`src/rtl/bram_arb_pkg.sv`:
```
// Shared types and the round-robin pick helper for BRAM port arbiters.
package bram_arb_pkg;

    localparam int MaxReq      = 8;
    localparam int MaxPtrWidth = $clog2(MaxReq);

    typedef enum logic {
        IDLE   = 1'b0,
        LOCKED = 1'b1
    } arb_state_e;

    // Rotate-priority search: the first valid bit at or above ptr wins,
    // wrapping at num_req. Returns a one-hot vector (all zero if nothing valid).
    // ptr is expected to be below num_req, so one subtraction is enough to wrap.
    function automatic logic [MaxReq-1:0] rr_pick(
        input logic [MaxReq-1:0]      valid,
        input logic [MaxPtrWidth-1:0] ptr,
        input int unsigned            num_req
    );
        logic [MaxReq-1:0] grant;
        logic              found;
        logic [31:0]       idx;
        grant = '0;
        found = 1'b0;
        for (int unsigned k = 0; k < MaxReq; k++) begin
            idx = 32'(ptr) + 32'(k);
            if (idx >= 32'(num_req)) begin
                idx = idx - 32'(num_req);
            end
            if ((k < num_req) && !found && valid[idx[MaxPtrWidth-1:0]]) begin
                grant[idx[MaxPtrWidth-1:0]] = 1'b1;
                found = 1'b1;
            end
        end
        return grant;
    endfunction

endpackage

```
`src/rtl/bram_arb_rr_picker.sv`:
```
// Combinational rotate-priority encoder; shared by the arbiters that front
// single-ported resources.
module bram_arb_rr_picker
    import bram_arb_pkg::*;
#(
    parameter int NumReq   = 4,
    parameter int PtrWidth = $clog2(NumReq)
) (
    input  logic [NumReq-1:0]   valid_i,
    input  logic [PtrWidth-1:0] ptr_i,
    output logic [NumReq-1:0]   grant_o
);

    // Widen to the package's fixed search width, then trim back to NumReq.
    always_comb begin
        grant_o = NumReq'(rr_pick(MaxReq'(valid_i), MaxPtrWidth'(ptr_i), NumReq));
    end

endmodule

```
`src/rtl/bram_port_arbiter.sv`:
```
// Round-robin arbiter sharing one BRAM port among NumReq requesters, with a
// per-requester lock for bursts and a one-cycle read response pipeline.
// Optional build macro: BRAM_ARB_STATS_EN adds per-requester grant and stall
// counters (saturating, 32 bits each).
module bram_port_arbiter
    import bram_arb_pkg::*;
#(
    parameter int NumReq    = 4,
    parameter int DataWidth = 16,
    parameter int Depth     = 1024,
    parameter int AddrWidth = $clog2(Depth + 1)
) (
    input  logic                          clk_i,
    input  logic                          rst_i,
    input  logic [NumReq-1:0]             req_valid_i,
    output logic [NumReq-1:0]             req_ready_o,
    input  logic [NumReq-1:0]             req_write_i,
    input  logic [NumReq-1:0]             req_lock_i,
    input  logic [NumReq*AddrWidth-1:0]   req_addr_i,
    input  logic [NumReq*DataWidth-1:0]   req_data_i,
    output logic [NumReq-1:0]             rsp_valid_o,
    output logic [DataWidth-1:0]          rsp_data_o,
    output logic                          mem_write_en_o,
    output logic [AddrWidth-1:0]          mem_addr_o,
    output logic [DataWidth-1:0]          mem_data_o,
    input  logic [DataWidth-1:0]          mem_data_i
`ifdef BRAM_ARB_STATS_EN
    ,
    output logic [NumReq*32-1:0]          stat_grant_cnt_o,
    output logic [NumReq*32-1:0]          stat_stall_cnt_o
`endif
);

    localparam int PtrWidth = $clog2(NumReq);

    arb_state_e            state_q, state_d;
    logic [PtrWidth-1:0]   rr_ptr_q, rr_ptr_d;
    logic [PtrWidth-1:0]   lock_owner_q, lock_owner_d;
    logic                  rsp_pending_q, rsp_pending_d;
    logic [PtrWidth-1:0]   rsp_owner_q, rsp_owner_d;
    logic [AddrWidth-1:0]  mem_addr_q, mem_addr_d;

    logic [NumReq-1:0]     rr_grant;
    logic [NumReq-1:0]     grant;
    logic                  accept;
    logic [PtrWidth-1:0]   grant_idx;
    logic [PtrWidth-1:0]   grant_next_ptr;

    bram_arb_rr_picker #(
        .NumReq   (NumReq),
        .PtrWidth (PtrWidth)
    ) u_picker (
        .valid_i (req_valid_i),
        .ptr_i   (rr_ptr_q),
        .grant_o (rr_grant)
    );

    // Grant selection: rotating pick when idle, only the owner when locked, nothing in reset.
    always_comb begin
        grant = '0;
        if (!rst_i) begin
            case (state_q)
                IDLE:    grant = rr_grant;
                LOCKED:  grant[lock_owner_q] = req_valid_i[lock_owner_q];
                default: grant = '0;
            endcase
        end
    end

    // One-hot grant to index, plus the wrapped successor used as the next pointer.
    always_comb begin
        grant_idx = '0;
        for (int i = 0; i < NumReq; i++) begin
            if (grant[i]) begin
                grant_idx = PtrWidth'(i);
            end
        end
        accept = |grant;
        if (grant_idx == PtrWidth'(NumReq - 1)) begin
            grant_next_ptr = '0;
        end else begin
            grant_next_ptr = grant_idx + 1'b1;
        end
    end

    // Next state: every accept moves the pointer past the winner; its lock bit decides LOCKED vs IDLE.
    // While locked the winner is always the owner, so releasing leaves the pointer at owner+1.
    always_comb begin
        state_d       = state_q;
        rr_ptr_d      = rr_ptr_q;
        lock_owner_d  = lock_owner_q;
        rsp_pending_d = accept && !req_write_i[grant_idx];
        rsp_owner_d   = grant_idx;
        if (accept) begin
            rr_ptr_d = grant_next_ptr;
            if (req_lock_i[grant_idx]) begin
                state_d      = LOCKED;
                lock_owner_d = grant_idx;
            end else begin
                state_d = IDLE;
            end
        end
    end

    // BRAM drive: mux the winner's fields; with no winner hold the address so reads stay quiet.
    always_comb begin
        mem_write_en_o = 1'b0;
        mem_addr_o     = mem_addr_q;
        mem_data_o     = '0;
        if (accept) begin
            mem_write_en_o = req_write_i[grant_idx];
            mem_addr_o     = req_addr_i[int'(grant_idx)*AddrWidth +: AddrWidth];
            mem_data_o     = req_data_i[int'(grant_idx)*DataWidth +: DataWidth];
        end
        mem_addr_d = mem_addr_o;
    end

    // Response strobe for the read accepted last cycle; a reset in this cycle swallows it.
    always_comb begin
        req_ready_o = grant;
        rsp_valid_o = '0;
        if (rsp_pending_q && !rst_i) begin
            rsp_valid_o[rsp_owner_q] = 1'b1;
        end
        rsp_data_o = mem_data_i;
    end

    // State, pointer and response pipeline registers.
    always_ff @(posedge clk_i) begin
        if (rst_i) begin
            state_q       <= IDLE;
            rr_ptr_q      <= '0;
            lock_owner_q  <= '0;
            rsp_pending_q <= 1'b0;
            rsp_owner_q   <= '0;
            mem_addr_q    <= '0;
        end else begin
            state_q       <= state_d;
            rr_ptr_q      <= rr_ptr_d;
            lock_owner_q  <= lock_owner_d;
            rsp_pending_q <= rsp_pending_d;
            rsp_owner_q   <= rsp_owner_d;
            mem_addr_q    <= mem_addr_d;
        end
    end

`ifdef BRAM_ARB_STATS_EN
    logic [31:0] grant_cnt_q [NumReq];
    logic [31:0] grant_cnt_d [NumReq];
    logic [31:0] stall_cnt_q [NumReq];
    logic [31:0] stall_cnt_d [NumReq];

    // Saturating counters: accepted requests, and cycles spent waiting with valid high.
    always_comb begin
        for (int i = 0; i < NumReq; i++) begin
            grant_cnt_d[i] = grant_cnt_q[i];
            stall_cnt_d[i] = stall_cnt_q[i];
            if (grant[i] && (grant_cnt_q[i] != '1)) begin
                grant_cnt_d[i] = grant_cnt_q[i] + 32'd1;
            end
            if (req_valid_i[i] && !grant[i] && (stall_cnt_q[i] != '1)) begin
                stall_cnt_d[i] = stall_cnt_q[i] + 32'd1;
            end
        end
    end

    // Counter registers, cleared by reset.
    always_ff @(posedge clk_i) begin
        for (int i = 0; i < NumReq; i++) begin
            if (rst_i) begin
                grant_cnt_q[i] <= '0;
                stall_cnt_q[i] <= '0;
            end else begin
                grant_cnt_q[i] <= grant_cnt_d[i];
                stall_cnt_q[i] <= stall_cnt_d[i];
            end
        end
    end

    // Flatten the counters onto the packed stat ports.
    always_comb begin
        for (int i = 0; i < NumReq; i++) begin
            stat_grant_cnt_o[i*32 +: 32] = grant_cnt_q[i];
            stat_stall_cnt_o[i*32 +: 32] = stall_cnt_q[i];
        end
    end
`endif

endmodule

```
`config.mk`:
```
export PLATFORM = sky130hd
export DESIGN_NAME = bram_port_arbiter
export DESIGN_NICKNAME = d
export VERILOG_FILES = /design/src/rtl/bram_arb_pkg.sv /design/src/rtl/bram_arb_rr_picker.sv /design/src/rtl/bram_port_arbiter.sv
export SDC_FILE = /design/constraint.sdc
export NUM_CORES = 1
export LEC_CHECK = 0
export BUFFER_PORTS_ARGS = -buffer_cell sky130_fd_sc_hd__buf_2
export CAP_MARGIN = 25
export CORE_MARGIN = 3
export CORE_UTILIZATION = 36
export CTS_BUF_LIST = sky130_fd_sc_hd__clkbuf_2
export CTS_CLUSTER_SIZE = 28
export DETAILED_ROUTE_END_ITERATION = 6
export GPL_ROUTABILITY_DRIVEN = 0
export PLACE_DENSITY = 0.79
export SLEW_MARGIN = 10
export SYNTH_ARGS = -nofsm -noshare
export SYNTH_HDL_FRONTEND = slang
export SYNTH_SLANG_ARGS = --single-unit
```
`constraint.sdc`:
```
create_clock -name clk_i -period 3.4 [get_ports clk_i]
set_input_delay 0.34 -clock clk_i [delete_from_list [all_inputs] [get_ports clk_i]]
set_output_delay 0.34 -clock clk_i [all_outputs]
set_load 0.1 [all_outputs]
```
; ---- Word-level counts from Yosys, hierarchy flattened
; Cells that the tools add are included.
[op_classes]
n_shift = 2
multipliers = 1
addsub = 8
mux = 48
n_lt_le_gt_ge = 17
n_bitwise = 5
n_eq_ne = 1
n_reduce_logical = 18
[ops]
columns = cell, n
row1 = $ge 32x3->1 const B, 3
row2 = $shiftx 64x7->16, 1
row3 = $shiftx 44x7->11, 1
row4 = $mux 4, 6
row5 = $mux 1, 19
row6 = $lt 3x4->1 const B, 4
row7 = $mux 16, 1
row8 = $bmux 1 s3, 4
row9 = $demux 1 s3, 4
row10 = $ge 3x1->1 const B, 4
row11 = $mux 3, 4
row12 = $or 4x4->4, 3
row13 = $logic_and 1x1->1, 11
row14 = $mux 11, 1
row15 = $lt 2x3->1 const B, 3
row16 = $sub 3x3->3 const B, 3
row17 = $pmux 4 s2, 1
row18 = $add 2x2->3 const B, 2
row19 = $bmux 1 s2, 3
row20 = $mul 2x4->6 const B, 1
row21 = $mux 2, 3
row22 = $logic_not 1->1, 5
row23 = $and 4x4->4, 1
row24 = $demux 1 s2, 2
row25 = 9 further kinds, 10
[totals]
in_bits = 138
elab_cells = 106
regBits = 19

; ---- Depth between registers and ports, before layout
[logic_depth]
word_depth = 23
mapped_depth = 15
ltp_nobuf = 11

; ---- Cells and area by module
; From an unflattened synthesis, not the netlist that was laid out.
[hier_totals]
hier_cells = 324
area_unflattened_um2 = 2588.7
[modules_own_cells]
columns = module, area_per_inst_um2, cells_each, seq_area_each_um2, n_inst
row1 = bram_port_arbiter, 2137.0, 271, 380.4, 1
row2 = bram_arb_rr_picker, 451.7, 53, 0.0, 1

; ---- Least setup slack after synthesis
; No wires, ideal clock.
[synth_path]
path_type = register to output
start = register rr_ptr_q[0]
end = output mem_addr_o[4]
path_slack_ns = -2.120
t_arrival_ns = 5.180
stages_incl_launch_ff = 15
path_buffers = 3
cell_sequence = dfxtp_1 buf_2 inv_1 ha_1 clkbuf_1 mux2_2 a32oi_1 a2111oi_4 a221oi_1 a21o_1 buf_4 inv_2 nand2_1 o32ai_1 nor3_1
[synth_via]
elab_chain_len = 22
word_cells_on_any_way = 68
[synth_lines]
columns = element, line
row1 = from (decl), bram_port_arbiter.sv:37  ; logic [PtrWidth-1:0] rr_ptr_q, rr_ptr_d;
row2 = from (signal assigned), bram_port_arbiter.sv:139  ; rr_ptr_q <= rr_ptr_d;
row3 = branches (longest 13 deep; another with $ge 32x3->1), n/a
row4 = $mux 4 *, bram_arb_pkg.sv:30  ; if ((k < num_req) && !found && valid[idx[MaxPtrWidth-1:0]]) begin
row5 = $pmux 4 s2 *, bram_port_arbiter.sv:62  ; case (state_q)
row6 = $mux 4 *, bram_port_arbiter.sv:61  ; if (!rst_i) begin
row7 = net req_ready_o[1], bram_port_arbiter.sv:16  ; output logic [NumReq-1:0] req_ready_o,
row8 = $mux 1, bram_port_arbiter.sv:74  ; if (grant[i]) begin
row9 = $mux 2 (2 in series), bram_port_arbiter.sv:74
row10 = $mul 2x4->6, bram_port_arbiter.sv:112  ; mem_addr_o = req_addr_i[int'(grant_idx)*AddrWidth +: AddrWidth];
row11 = $shiftx 44x7->11, bram_port_arbiter.sv:112
row12 = $mux 11 *, bram_port_arbiter.sv:110  ; if (accept) begin
row13 = to (decl), bram_port_arbiter.sv:24  ; output logic [AddrWidth-1:0] mem_addr_o,
; Mark *: on every way through the listed nets, which the timed path passes. The select of a mux whose other input is x is not followed.

; ---- Worst setup path in the final report
[layout_path]
start = register rr_ptr_q[0]
end = output mem_addr_o[8]
[layout_via]
elab_chain_len = 22
word_cells_on_any_way = 68
[layout_lines]
columns = element, line
row1 = branches (longest 13 deep; another with $ge 32x3->1), n/a
row2 = $mux 4 *, bram_arb_pkg.sv:30
row3 = $pmux 4 s2 *, bram_port_arbiter.sv:62
row4 = $mux 4 *, bram_port_arbiter.sv:61
row5 = $mux 1, bram_port_arbiter.sv:74
row6 = $mux 2 (2 in series), bram_port_arbiter.sv:74
row7 = $mul 2x4->6, bram_port_arbiter.sv:112
row8 = $shiftx 44x7->11, bram_port_arbiter.sv:112
row9 = $mux 11 *, bram_port_arbiter.sv:110
; Every way passes the cells marked *. The select of a mux whose other input is x is not followed.

==> flow_metrics.tcl <==
set metrics [dict create \
    status "complete, but fails checks" \
    failed_checks "DRC, setup timing" \
    crit_path_end_kind "primary output" \
    met3_usage_pct 12.5 \
    hold_depth 4 \
    ys.flop_type "dfxtp_1" \
    drc 33 \
    worst_slack_ns -0.670 \
    wire_per_inst_microns 34.0 \
    stdcell_count 586 \
    drv_cap 0 \
    initial_core_util_pct 37.8 \
    cts_hold_buf 0 \
    worst-path-stages 14 \
    synth.net_count 440 \
    clkLatencyLatePin_ns 0.38 \
    io_pins 190 \
    crit_buf_inv 6 \
    grt_max_degree 22 \
    clock_sinks 19 \
    syn_inst 295 \
    grt_pass1_wl_microns 23200 \
    synth.most_common_cell "nor2_1" \
    r2r_cells 14 \
    core_sq_mm 0.00599 \
    start_kind "flip-flop" \
    synth_top_cell_by_area "dfxtp_1" \
    drt_iter0_drc 671 \
    viasPerCell 7.27 \
    nNetsFinal 651 \
    synth-seq-area-share_pct 16.8 \
    syn_avg_cell_area_sq_um 7.68 \
    area_growth_pct 145 \
    yosys-top-cells-area "dfxtp_1 (17%), mux2i_1 (8.4%), nor2_1 (7.1%)" \
    die_y_microns 85.3 \
    rsz0062_at_grt "yes" \
    crit_chain "buf_8 > buf_6 > mux2i_4 > nor3_4 > buf_6 > a2111oi_4 > a21oi_2 > a211oi_4 > buf_12 > buf_8 > mux2_4 > nor2_4 > nor3_4 > buf_12" \
    worst_pin_slew_ns 0.721 \
    post-route-min-period_ns 4.07 \
    cts_root_buffer "clkbuf_2" \
    fin_setup_tns_ns -17.75 \
    drtAntennaViolNets 0 \
    postRouteWirelength_microns 19900 \
    layout-drive-gt1-share_pct 76.0 \
    crit_type "flip-flop to primary output" \
    die-width_microns 85.3 \
    max_slew_margin_pct 50.6 \
    use_met2_pct 69.3 \
    vias 4259 \
    rows 28 \
    grt_pass1_vias 4082 \
    grt.total_usage_pct 41.4 \
    firstDrtPassIters 7 \
    critPathMaxFanout 8 \
    placed_cells 527 \
    worst_path_dominant_cell_family "compound AO/OA/AOI/OAI gates" \
    gr-usage-met1_pct 43.7 \
    synth-seq-cells 19 \
    busiest_layer "met2" \
    ff2ff_setup_slack_ns -0.46 \
    cp_data_required_time_ns 3.06 \
    setup_viol 38 \
    crit_path_max_incr_delay_ns 0.54 \
    final_hold_viol_count 0 \
    htree_levels 1 \
    slew_violations 0 \
    critPathArrivalTime_ns 3.73 \
    synthArstFlopShare_pct 0 \
    die_area_sq_mm 0.00728 \
    crit_slowest_cell "a2111oi_4" \
    yosys-top-cells-count "nor2_1 (43), a21oi_1 (32), dfxtp_1 (19), mux2i_1 (19), buf_4 (17)" \
    grt_overflow 0 \
    path_clk_slew_ns 0.24 \
    min_period_over_period_pct 120 \
    max_freq_mhz 246 \
    hpwl_microns 7510 \
    numCtsBuffers 3 \
    min_path_type "input pin to flip-flop" \
    clockBufferDepth 2 \
    yosysUniqueCellTypes 49 \
    portBuffers 157 \
    yosysTopAreaCellShare_pct 16.8 \
    finClkSkew_ns 0.00811 \
    grt_antenna_before_repair 5 \
    synth_area_sq_mm 0.00227 \
    yosysWarnings 0 \
    cts_tree "yes" \
    synth_edf_count 0 \
]
## layer usage
metal | share of wire [%] | vias up
met4 | 13 | 0
met5 | 0 | -
met3 | 15 | 252
li1 | - | 1542
met2 | 42 | 544
met1 | 30 | 1921
## through the flow
step	setup slack, ns	cell area, sq um	hold WS, ns	utilization, %
floorplan	-0.403	2770	0.483	-
global placement	0.0297	4150	0.515	69.3
detailed placement	-0.139	4150	0.525	69.3
CTS	-0.171	5270	0.340	87.9
global route	-0.669	5550	0.351	92.6
finish	-0.670	5550	0.367	92.6
## worst reg2reg max path, cell delays in order (launching register included)
cell and delay [ns]:
dfxtp_4 0.44, buf_8 0.15, buf_6 0.12, mux2i_4 0.28, nor3_4 0.09, buf_6 0.13, a2111oi_4 0.54, a221oi_2 0.14
a21o_1 0.25, buf_6 0.16, buf_12 0.17, buf_4 0.16, mux2i_1 0.56, a311o_1 0.42, a21oi_1 0.14
## final timing paths
path,startpoint,endpoint
worst max-delay path,rr_ptr_q[0],mem_addr_o[8]
worst min-delay path,req_addr_i[30],mem_addr_q[8]
worst max register to register,rr_ptr_q[0],state_q
worst min register to register,lock_owner_q[0],lock_owner_q[0]
## layout by cell type (no fill, tap or decap), types with 10 or more instances in the layout
master and instances:
nor2_1 34, buf_4 61, buf_6 10, buf_2 125, a2bb2oi_4 16, a21oi_4 20, a21oi_1 10, mux2i_4 15
buf_12 38, dfxtp_1 17
## kinds of logic (layout without fill, tap and decap cells)
logic type,after synthesis,after routing,synth area share [%]
buffers and inverters,47,257,11.2
AO/OA/AOI/OAI,95,95,30.9
multiplexers,32,32,16.3
flip-flops,19,19,16.8
AND/OR/NAND/NOR,95,95,20.9
adder cells (fa/ha/maj),7,7,3.87
other,0,6,0
## cell type report
type                            instances  area [sq um]
Multi-Input combinational cell        229          2860
Timing Repair Buffer                  242          2120
Fill cell                             194           440
Sequential cell                        19           385
Tap cell                               75          93.8
Inverter                               11          61.3
Clock buffer                            4          20.0
Antenna cell                            6          15.0
## registers in the layout (all words and copies together) (netlist names)
register,count
mem_addr_q,11
rsp_owner_q,2
lock_owner_q,2
rr_ptr_q,2
state_q,1
rsp_pending_q,1
## repair_timing
action                                  CTS  global route
pin swaps                                41            19
gates resized for setup                 132            34
gates cloned                              4             0
endpoints found under the setup margin   28            32
buffers inserted                         38            10
Power is not shown: default switching activity piles up to over one toggle a cycle in this logic, so the estimate is an artifact.
